==> src/rtl/fetch_sequencer.sv <==
`default_nettype none
// ============================================================================
// Module   : fetch_sequencer
// Brief    : PC owner and two-byte instruction fetch front end for the decoder;
//            presents each instruction for EXEC and holds the Z/C flags.
// Revision : 1.0 - initial release
// ============================================================================
module fetch_sequencer #(
    parameter int ADDR_W   = 8,
    parameter int DATA_W   = 8,
    parameter int OPCODE_W = 5
) (
    input  logic                clk,
    input  logic                rst,
    output logic                rom_req,
    output logic [ADDR_W-1:0]   rom_addr,
    input  logic                rom_ack,
    input  logic [DATA_W-1:0]   rom_data,
    output logic [OPCODE_W-1:0] opcode,
    output logic [DATA_W-1:0]   operand,
    output logic                exec_valid,
    input  logic                pc_en,
    input  logic                pc_load,
    input  logic                halt,
    input  logic                alu_en,
    input  logic [DATA_W-1:0]   data_bus,
    input  logic                alu_zero,
    input  logic                alu_carry,
    input  logic                io_done,
    output logic                zero_flag,
    output logic                carry_flag,
    output logic                halted,
    output logic [ADDR_W-1:0]   pc
);

    typedef enum logic [1:0] {
        ST_FETCH_OP  = 2'd0,
        ST_FETCH_ARG = 2'd1,
        ST_EXEC      = 2'd2,
        ST_HALTED    = 2'd3
    } state_t;

    state_t              r_state;
    state_t              w_next_state;
    logic [ADDR_W-1:0]   r_pc;
    logic [OPCODE_W-1:0] r_ir_op;
    logic [DATA_W-1:0]   r_ir_arg;
    logic                r_zero;
    logic                r_carry;
    logic                r_rom_req;
    logic                w_fetching;
    logic                w_fire;
    logic                w_exec;
    logic [ADDR_W-1:0]   w_jump_target;

    // Jump target is the low ADDR_W bits of the bus, zero-extended if the bus is narrower.
    generate
        if (DATA_W >= ADDR_W) begin : g_jump_trunc
            assign w_jump_target = data_bus[ADDR_W-1:0];
            if (DATA_W > ADDR_W) begin : g_bus_unused
                logic w_unused_bus;
                assign w_unused_bus = &{1'b0, data_bus[DATA_W-1:ADDR_W]};
            end
        end else begin : g_jump_zext
            assign w_jump_target = {{(ADDR_W-DATA_W){1'b0}}, data_bus};
        end
    endgenerate

    generate
        if (DATA_W > OPCODE_W) begin : g_op_unused
            logic w_unused_op;
            assign w_unused_op = &{1'b0, rom_data[DATA_W-1:OPCODE_W]};
        end
    endgenerate

    assign w_fetching = (r_state == ST_FETCH_OP) || (r_state == ST_FETCH_ARG);
    // An ack only counts against our own outstanding request.
    assign w_fire     = w_fetching && r_rom_req && rom_ack;
    assign w_exec     = (r_state == ST_EXEC);

    always_comb begin
        w_next_state = r_state;
        case (r_state)
            ST_FETCH_OP: begin
                if (w_fire) w_next_state = ST_FETCH_ARG;
            end
            ST_FETCH_ARG: begin
                if (w_fire) w_next_state = ST_EXEC;
            end
            ST_EXEC: begin
                if (halt)
                    w_next_state = ST_HALTED;
                else if (pc_load || pc_en || io_done)
                    w_next_state = ST_FETCH_OP;
            end
            ST_HALTED: begin
                w_next_state = ST_HALTED;
            end
            default: begin
                w_next_state = ST_FETCH_OP;
            end
        endcase
    end

    always_ff @(posedge clk) begin
        if (rst) begin
            r_state   <= ST_FETCH_OP;
            r_pc      <= '0;
            r_ir_op   <= '0;
            r_ir_arg  <= '0;
            r_zero    <= 1'b0;
            r_carry   <= 1'b0;
            r_rom_req <= 1'b0;
        end else begin
            r_state <= w_next_state;

            // Request drops on the accepting edge, giving one idle cycle before the next.
            if (w_fetching)
                r_rom_req <= !w_fire;
            else
                r_rom_req <= 1'b0;

            if (w_fire) begin
                r_pc <= r_pc + 1'b1;
                if (r_state == ST_FETCH_OP)
                    r_ir_op <= rom_data[OPCODE_W-1:0];
                else
                    r_ir_arg <= rom_data;
            end else if (w_exec && !halt && pc_load) begin
                r_pc <= w_jump_target;
            end

            if (w_exec && alu_en) begin
                r_zero  <= alu_zero;
                r_carry <= alu_carry;
            end
        end
    end

    assign rom_req    = r_rom_req;
    assign rom_addr   = r_pc;
    assign pc         = r_pc;
    assign exec_valid = w_exec;
    assign opcode     = w_exec ? r_ir_op  : '0;
    assign operand    = w_exec ? r_ir_arg : '0;
    assign halted     = (r_state == ST_HALTED);
    assign zero_flag  = r_zero;
    assign carry_flag = r_carry;

endmodule
`default_nettype wire

==> config.mk <==
export PLATFORM = sky130hd
export DESIGN_NAME = fetch_sequencer
export DESIGN_NICKNAME = d
export VERILOG_FILES = /design/src/rtl/fetch_sequencer.sv
export SDC_FILE = /design/constraint.sdc
export NUM_CORES = 1
export LEC_CHECK = 0
export CAP_MARGIN = 10
export CORE_MARGIN = 2
export CORE_UTILIZATION = 30
export DETAILED_ROUTE_END_ITERATION = 7
export GPL_ROUTABILITY_DRIVEN = 0
export SLEW_MARGIN = 20
export SYNTH_ARGS = -nofsm -noshare
export SYNTH_HDL_FRONTEND = slang
export SYNTH_SLANG_ARGS = --single-unit
==> constraint.sdc <==
create_clock -name clk -period 1.6 [get_ports clk]
set_input_delay 0.32 -clock clk [delete_from_list [all_inputs] [get_ports clk]]
set_output_delay 0.32 -clock clk [all_outputs]
set_load 0.02 [all_outputs]
==> metrics.md <==
| Metric | Value |
|---|---|
| Die height | roughly 69 µm |
| WHS Endpoint | r_ir_arg[2]$_SDFFE_PP0P_ |
| Class of the worst hold path | register to register |
| Via count | between 1,000 and 1,500 |
| TritonCTS Buffers | 3 |
| Post-synthesis xor/xnor area fraction | 0.7014% |
| Final wirelength | 3482 µm |
| Leak | 0.0009079 µW |
| Critical path class | register to output pin |
| Diodes inserted | 0 |
| Max Root-Sink Buffers | 2 |
| PortBufs | 59 |
| Total of warnings raised by yosys | 0 |
| Sequential group share of total power | 54.5% |
| Fin util | between 40% and 50% |
| RSZ-0062 raised after global routing | yes |
| Final nets | 249 |
| Clock latency on the worst-skew pair | 0.26 ns |
| Hold path depth | 2 |
| Mapped Area | 1249 µm² |
| CTS tree | done |
| Setup Viol. Count Final | 0 |
| Arrival time of the worst setup path | approximately 1.3 ns |
| Area Overhead vs Synth | 58.32% |
| Logic pwr share | between 10% and 20% |
| F_max | about 630 MHz |
| Worst vdd rail ir drop | 0.0003473 V |
| Initial Utilization | 31.22% |
| Syn nets | 182 |
| Top-Level Pins | 60 |
| Largest family of logic cells by synthesized area | simple AND/OR/NAND/NOR gates |
| FILL cells | 400 |
| Post-synth top flop | dfxtp_1 |
| Netlist cell types | 28 |
| Status | complete, no violations |
| First-pass GRT wire length | roughly 5500 µm |
| Layout cell share with drive strength beyond 1 | between 20% and 30% |
| Largest net degree at the start of global routing | 27 |
| Psw | a little over 300 µW |
| Avg Cell Area, Syn | 8.056 µm² |
| Compound-Gate Fraction of Synth Area | 17.54% |
| Initial DRC count | 38 |
| Post-route clock skew | around 0.0025 ns |
| Syn Inst Count | 155 |
| Clock Power Share | 28.4% |
| Drt via density | 4.796 |
| Max-cap violations | 0 |
| Total GRT Usage | 15.36% |
| Avg WL per Cell | 12.90 µm |
| Worst-path clk slew | 0.08 ns |
| CTS root buffer | clkbuf_8 |
| Die Area | 4694 µm² |
| Post-route ant nets | 0 |
| Element type at the critical path start | register |
| Final period util | 98.89% |
| CP Capture Type | output pin |
| Most Frequent Cell on Critical Path | buf_4 |
| Adder-cell area share of the yosys netlist | under 10% |
| Final hold vios | 0 |
| Clock Sinks | 26 |
| Register area | 523.0 µm² |
| Min Tclk post-route | 1.582 ns |
| Hold_buf cts | 0 |
| Buf/Inv on CP | 2 |
| Async set or reset register ratio after synthesis | 0% |
| RR Endpoint | pc[6]$_SDFFE_PP0P_ |
| Post-synth EDFFs | 0 |
| Gr ovfl total | 0 |
| Sw Share | 24.08% |
| Critical path's slowest cell | dfxtp_2 |
| R2R Setup Slk | about 0.11 ns |
| Post-Synth Simple-Gate Area | 30.66% |
| Row count | 23 |
| Pwr dens | 636.7 nW/µm² |
| Vias in the first global route | 1,270 |
| DRC | 0 |
| Initial antenna violation count | 0 |
| CP top delay family | flip-flops |
| Crit path largest cell delay | 0.36 ns |
| Crit path max fanout | 6 |
| Critical Path RT | about 1.3 ns |
| Final instance area | ~2000 µm² |
| Slew Limit Headroom | 77.44% |
| Multi-input logic area | 655.6 µm² |
| DR pass1 iterations | 4 |
| Synth Register Bits | 26 |
| H-tree depth | 1 |
| Slew @ Worst Pin | approximately 0.34 ns |
| Register area share after synthesis | between 40% and 50% |
| Reg2Reg Depth | 6 |
| Worst reg2reg path startpoint | r_state[1]$_SDFFE_PP0P_ |
| HPWL Detailed | 2560 µm |
| Int Power | ~960 µW |
| Multiplexer area fraction after synthesis | 0% |
| CORE AREA | 4000 µm² |
| Crit-path cells | and2b_4 > buf_4 > and2_1 > buf_4 |
| Fin. max-slew vios | 0 |
| Die Wd | between 60 and 70 µm |
| Area after DPL | 1922 µm² |
| Hold path startpoint | r_ir_arg[2]$_SDFFE_PP0P_ |
-- flip-flops by register name (all words and copies together), names as in the netlist --
signal      cells
r_ir_arg        8
r_ir_op         5
zero_flag       1
rom_req         1
pc              8
r_state         2
carry_flag      1
-- cells in the mapped netlist, drive strengths merged, types with 3 or more instances --
| cell | n | share of area [%] |
|---|---|---|
| buf | 11 | 6.6 |
| a211oi | 5 | 3.0 |
| and3 | 5 | 2.9 |
| and2 | 15 | 7.5 |
| a21oi | 17 | 6.8 |
| nand2 | 31 | 9.3 |
| o21ai | 5 | 2.0 |
| clkbuf | 6 | 1.8 |
| dfxtp | 26 | 42 |
| nor2 | 9 | 2.7 |
| nor4 | 3 | 1.5 |
| nand3 | 4 | 1.6 |
-- worst reg2reg max path, cell delays in order, from the launching register on --
cell and delay [ns]:
dfxtp_2 0.36, buf_4 0.14, and3b_2 0.24, buf_4 0.14, and3_4 0.19, a211oi_1 0.23
nor4_1 0.08
-- logic make-up after synthesis --
family                     after synthesis
DFF                                     26
AOI/OAI and AO/OA                       35
adders and majority gates                1
and+or+nand+nor                         75
buffers and inverters                   17
xor gates and xnor gates                 1
-- timing repair --
action,CTS,global route
gates cloned,1,0
gates resized for setup,72,22
buffers inserted,2,3
pin swaps,1,3
setup endpoints to repair,37,12
-- power groups by stage --
stage / clock [µW] / sequential, µW / combinational, µW
2_1_floorplan: 0 / 706 / 84.7
5_1_grt: 397 / 690 / 234
3_3_place_gp: 0 / 697 / 215
6_report: 357 / 686 / 216
3_5_place_dp: 0 / 700 / 218
4_1_cts: 373 / 686 / 214
-- metrics by stage --
stage	instances	setup TNS [ns]	setup slack [ns]	hold WS (ns)	power, µW
after detailed placement	262	-5.247	-0.2547	0.4449	918.0
after global routing	270	-0.09832	-0.03673	0.4742	1320
final	270	0	0.01776	0.4535	1259
after global placement	262	-4.575	-0.2438	0.4376	911.9
after CTS	268	-0.02098	-0.02098	0.4574	1274
after floorplan	155	0	0.005895	0.4238	790.8
-- cell usage in the layout (no fill, tap or decap), drive strengths merged --
cell,Yosys,final
a2111oi,1,1
a211oi,5,5
a21oi,17,17
a2bb2oi,2,2
a311oi,1,1
a31oi,1,1
a32oi,1,1
and2,15,15
and2b,1,2
and3,5,5
and3b,2,2
buf,11,32
clkbuf,6,4
clkdlybuf4s15,0,1
clkdlybuf4s50,0,27
dfxtp,26,26
dlygate4sd2,0,14
dlymetal6s2s,0,3
ha,1,1
nand2,31,31
nand3,4,4
nand3b,2,2
nand4,1,1
nor2,9,9
nor3,1,1
nor4,3,3
o211ai,1,1
o21ai,5,5
o31ai,1,1
or3,1,1
xnor2,1,1
-- how the worst max path moves through the flow --
stage,to,cells after the start,from
after floorplan,opcode[2],4,r_state[1]$_SDFFE_PP0P_
after global placement,opcode[2],3,r_state[0]$_SDFFE_PP0P_
after detailed placement,opcode[2],3,r_state[0]$_SDFFE_PP0P_
after CTS,opcode[2],3,r_state[0]$_SDFFE_PP0P_
after global routing,operand[4],4,r_state[0]$_SDFFE_PP0P_
final,operand[4],4,r_state[0]$_SDFFE_PP0P_
-- metal layers --
layer | routed length (µm) | vias to the layer above | global-route usage, %
met2 | 1714 | 33 | 28.25
li1 | - | 660 | -
met3 | 182 | 2 | 3.734
met5 | 0 | - | 0
met1 | 1556 | 600 | 17.69
met4 | 29 | 0 | 3.750
-- layout make-up --
type,count,share of cell area (%)
timing repair buffer,78,35.13
multi-input combinational,113,33.16
sequential,26,26.46
tap,50,3.165
clock buffer,3,2.089
Power figures use the tool's default switching activity.
==> RTL change 1: new RTL, same flow settings <==
The 4 states of `state_t` get a one-hot encoding in 4 bits.
--- a/src/rtl/fetch_sequencer.sv
+++ b/src/rtl/fetch_sequencer.sv
@@ -34,9 +34,9 @@
 );
 
-    typedef enum logic [1:0] {
-        ST_FETCH_OP  = 2'd0,
-        ST_FETCH_ARG = 2'd1,
-        ST_EXEC      = 2'd2,
-        ST_HALTED    = 2'd3
+    typedef enum logic [3:0] {
+        ST_FETCH_OP  = 4'b0001,
+        ST_FETCH_ARG = 4'b0010,
+        ST_EXEC      = 4'b0100,
+        ST_HALTED    = 4'b1000
     } state_t;
 
Behaviour: same outputs for any inputs over 10 cycles, from zero or initial values and one cycle with rst high; not proved beyond that.
==> RTL change 1 against the original RTL <==
- the flow now finishes with violations (negative setup slack)
- total power increased by 30%
- design area increased by 26%
- area after synthesis increased by 16%
- global-route usage decreased by 0.57 points
- worst setup slack got worse by 200 ps
- wire length increased by 14%
- count of clock-buffer cells in the layout unchanged
- sequential cell count increased by 2
==> RTL change 1: results <==
group,metric,value,unit
global_routing,grt_usage,14.8,%
global_routing,grtUsageMet3,5.62,%
synth,synth_adder_area_share,0.866,%
placed_design,dpl_cell_area,0.00216,sq mm
cts,cts.repair.resized,127,
min_path,hold_path_end,"carry_flag",
critical_path,startpoint,"r_state[0]",
cells_and_area,final_cells,289,
synth,muxShareOfSynthArea,10.4,%
global_routing,grt_pass1_vias,1339,
routing,vias,1395,
sta,setup_viol,23,
placed_design,hpwl,2.63,mm
critical_path,r2r_end,"r_ir_arg[4]",
routing,wl_met2,1.98,mm
cts,clk_latency,280,ps
outcome,violations,"negative setup slack",
synth,syn-num-nets,190,
outcome,status,"finished with violations",
cts,cts_setup_buffers,4,
sta,whs,460,ps
synth,syn_area_per_cell,8.87,sq um
power,internal_power,0.00123,W
sta,setup_tns,-2520,ps
power,p_leak,1.12,nW
sta,finalWorstSetupSlack,-183,ps
critical_path,rr_startpoint,"r_state[3]",
min_path,worstHoldStart,"carry_flag",
routing,dr_wl_met3,324,um
global_routing,grt_max_degree,33,
synth,synth_compound_area_share,13.9,%
synth,yosysSeqAreaShare,38.8,%
power,p_seq_share,45.0,%
cells_and_area,fin_nets,263,
-- RTL change 1: cell types whose count changed in the layout (fill, tap and decap cells not counted), sizes merged, moves of 3 or more --
| cell | change |
|---|---|
| mux2i | +15 |
| nand2 | -15 |
| nor2 | +9 |
| a21oi | -7 |
| buf | +6 |
| a211oi | -5 |
| a22oi | +5 |
| and3 | -5 |
| nor2b | +4 |
| o21ai | -4 |
| nand2b | +3 |
| o22ai | +3 |
-- RTL change 1: critical path, cell delays in order (launching register included) --
cell     delay, ps
dfxtp_2        350
nor4b_4        300
buf_4          180
buf_12         120
and2_4         140
buf_6          110
-- RTL change 1: cell type report --
cell class / instances / area (sq um)
clock buffer: 3 / 41.3
clock inverter: 1 / 30.0
fill: 439 / 2210
inverter: 2 / 7.51
multi-input combinational: 118 / 918
sequential: 28 / 568
tap: 54 / 67.6
timing repair buffer: 83 / 852
==> RTL change 2: new RTL, config.mk and constraints unchanged <==
Made on the original files. `ADDR_W`: 8 -> 7.
--- a/src/rtl/fetch_sequencer.sv
+++ b/src/rtl/fetch_sequencer.sv
@@ -7,5 +7,5 @@
 // ============================================================================
 module fetch_sequencer #(
-    parameter int ADDR_W   = 8,
+    parameter int ADDR_W   = 7,
     parameter int DATA_W   = 8,
     parameter int OPCODE_W = 5
Interface: changed (resized pc and rom_addr); port bits go from 60 to 58. The function was not compared with the original's and may differ.
==> RTL change 2 against the original RTL <==
- sequential share of layout area rose by 0.16 points
- highest routed layer unchanged
- wire length fell by 2.4%
- largest cell class is now multi-input combinational cells
- sequential cell count fell by 1
- design area fell by 4.2%
- first-iteration DRC count fell by 53%
- total power rose by 0.58%
- area after synthesis fell by 0.30%
- fmax rose by 3.1%
- worst setup slack improved by 47 ps
- via count fell by 0.31%
- die area fell by 0.28%
==> RTL change 2: results <==
group,metric,value,unit
synth,netlist_instances,155,
sta,clock-skew-final,3.84,ps
global_routing,grt_pass1_wl,5.67,mm
cts,cts_max_path_buffers,2,
placed_design,hpwl,2.45,mm
global_routing,grt_max_degree,26,
synth,synth-edff-count,0,
global_routing,antenna_found_initial,0,
cts,clk_latency,260,ps
synth,yosysSeqAreaShare,40.2,%
cells_and_area,fillers,412,
cts,cts_buffers,3,
cts,h-tree-depth,1,
outcome,status,"finished, final reports clean",
sta,relSlewSlack,75.6,%
cts,ctsRootBufferMaster,"clkbuf_8",
cells_and_area,num_antenna_cells,0,
power,p_leak,0.793,nW
placed_design,portBuffers,56,
synth,ys.flop_type,"dfxtp_1",
power,switchingPower,0.000323,W
routing,firstDrtPassIters,4,
synth,ys_warn_count,0,
critical_path,cp.arrival,1210,ps
min_path,hp-class,"reg2reg",
synth,synth_cell_types,31,
routing,final_antenna_net_count,0,
routing,drt_iter0_drc,18,
cells_and_area,largest_register_ffs,8,
critical_path,crit_fanout,13,
routing,drt-total-wl,3.40,mm
synth,async_flop_share,0,%
power,peakVddDrop,336,uV
global_routing,grt_usage,15.7,%
synth,syn-num-nets,182,
synth,yosys-top-cells-count,"nand2_1, dfxtp_1, a21oi_1",
cells_and_area,final_cells,266,
global_routing,grt_pass1_vias,1230,
placed_design,place_inst,260,
cts,path_clk_slew,90,ps
routing,vias,1291,
cells_and_area,regMostFlops,"r_ir_arg",
cells_and_area,fin_nets,244,
cells_and_area,drive_gt1_share,22.2,%
synth,synth_area_leaders,"dfxtp_1, nand2_1, a21oi_1",
RTL change 2: layout make-up:
cell class                      instances  area share [%]
Multi-Input combinational cell        113            33.9
Timing Repair Buffer                   74            33.6
Sequential cell                        25            26.6
Tap cell                               50            3.30
Clock buffer                            3            2.18
Clock inverter                          1           0.396
RTL change 2: repair_timing:
item	in CTS	in global routing
resized for setup	76	8
setup endpoints to repair	30	14
buffers inserted	1	0
cloned	1	0
hold buffers	0	0
RTL change 2: worst max-delay path, stage by stage, from the launching register on:
cell and delay, ps:
dfxtp_1 390, buf_6 170, and2_2 150, clkdlybuf4s15_2 250
RTL change 2: logic make-up after synthesis:
family / synth area share [%]
compound gates: 18.4
buf+inv: 8.84
xor+xnor: 0.704
flops: 40.2
simple gates: 30.9
fa+ha+maj: 1.00
RTL change 2: worst paths after layout:
path                from          end  slack [ps]  cells after the start
max           r_state[0]       halted          70                      3
min          r_ir_arg[4]  r_ir_arg[4]         460                      2
max reg2reg        pc[0]        pc[6]         120                      5
min reg2reg  r_ir_arg[4]  r_ir_arg[4]         460                      2
RTL change 2: metrics by stage:
stage          instance area [sq um]  hold WS, ps  utilization, %  setup WS (ps)  setup TNS, ps
2_1_floorplan                   1240          424               -           70.1              0
3_3_place_gp                    1890          437            47.3           -104          -2170
3_5_place_dp                    1890          446            47.3           -128          -2780
4_1_cts                         1890          459            47.1           8.10              0
5_1_grt                         1890          481            47.4           2.78              0
6_report                        1890          456            47.4           65.1              0
RTL change 2: power by group through the flow:
| stage | clock (W) | sequential, W | combinational [W] |
|---|---|---|---|
| after floorplan | 0 | 0.000682 | 0.0000924 |
| after global placement | 0 | 0.000674 | 0.000224 |
| after detailed placement | 0 | 0.000675 | 0.000229 |
| after CTS | 0.000397 | 0.000661 | 0.000226 |
| after global routing | 0.000416 | 0.000667 | 0.000246 |
| final | 0.000377 | 0.000663 | 0.000226 |
RTL change 2: metal layers:
layer  up-vias  track usage [%]  part of all wire [%]
met5         -                0                     0
met4         0             4.75                  0.79
met3         2             1.81                   5.3
met2        39             25.6                    46
met1       592             21.5                    48
li1        658                -                     -
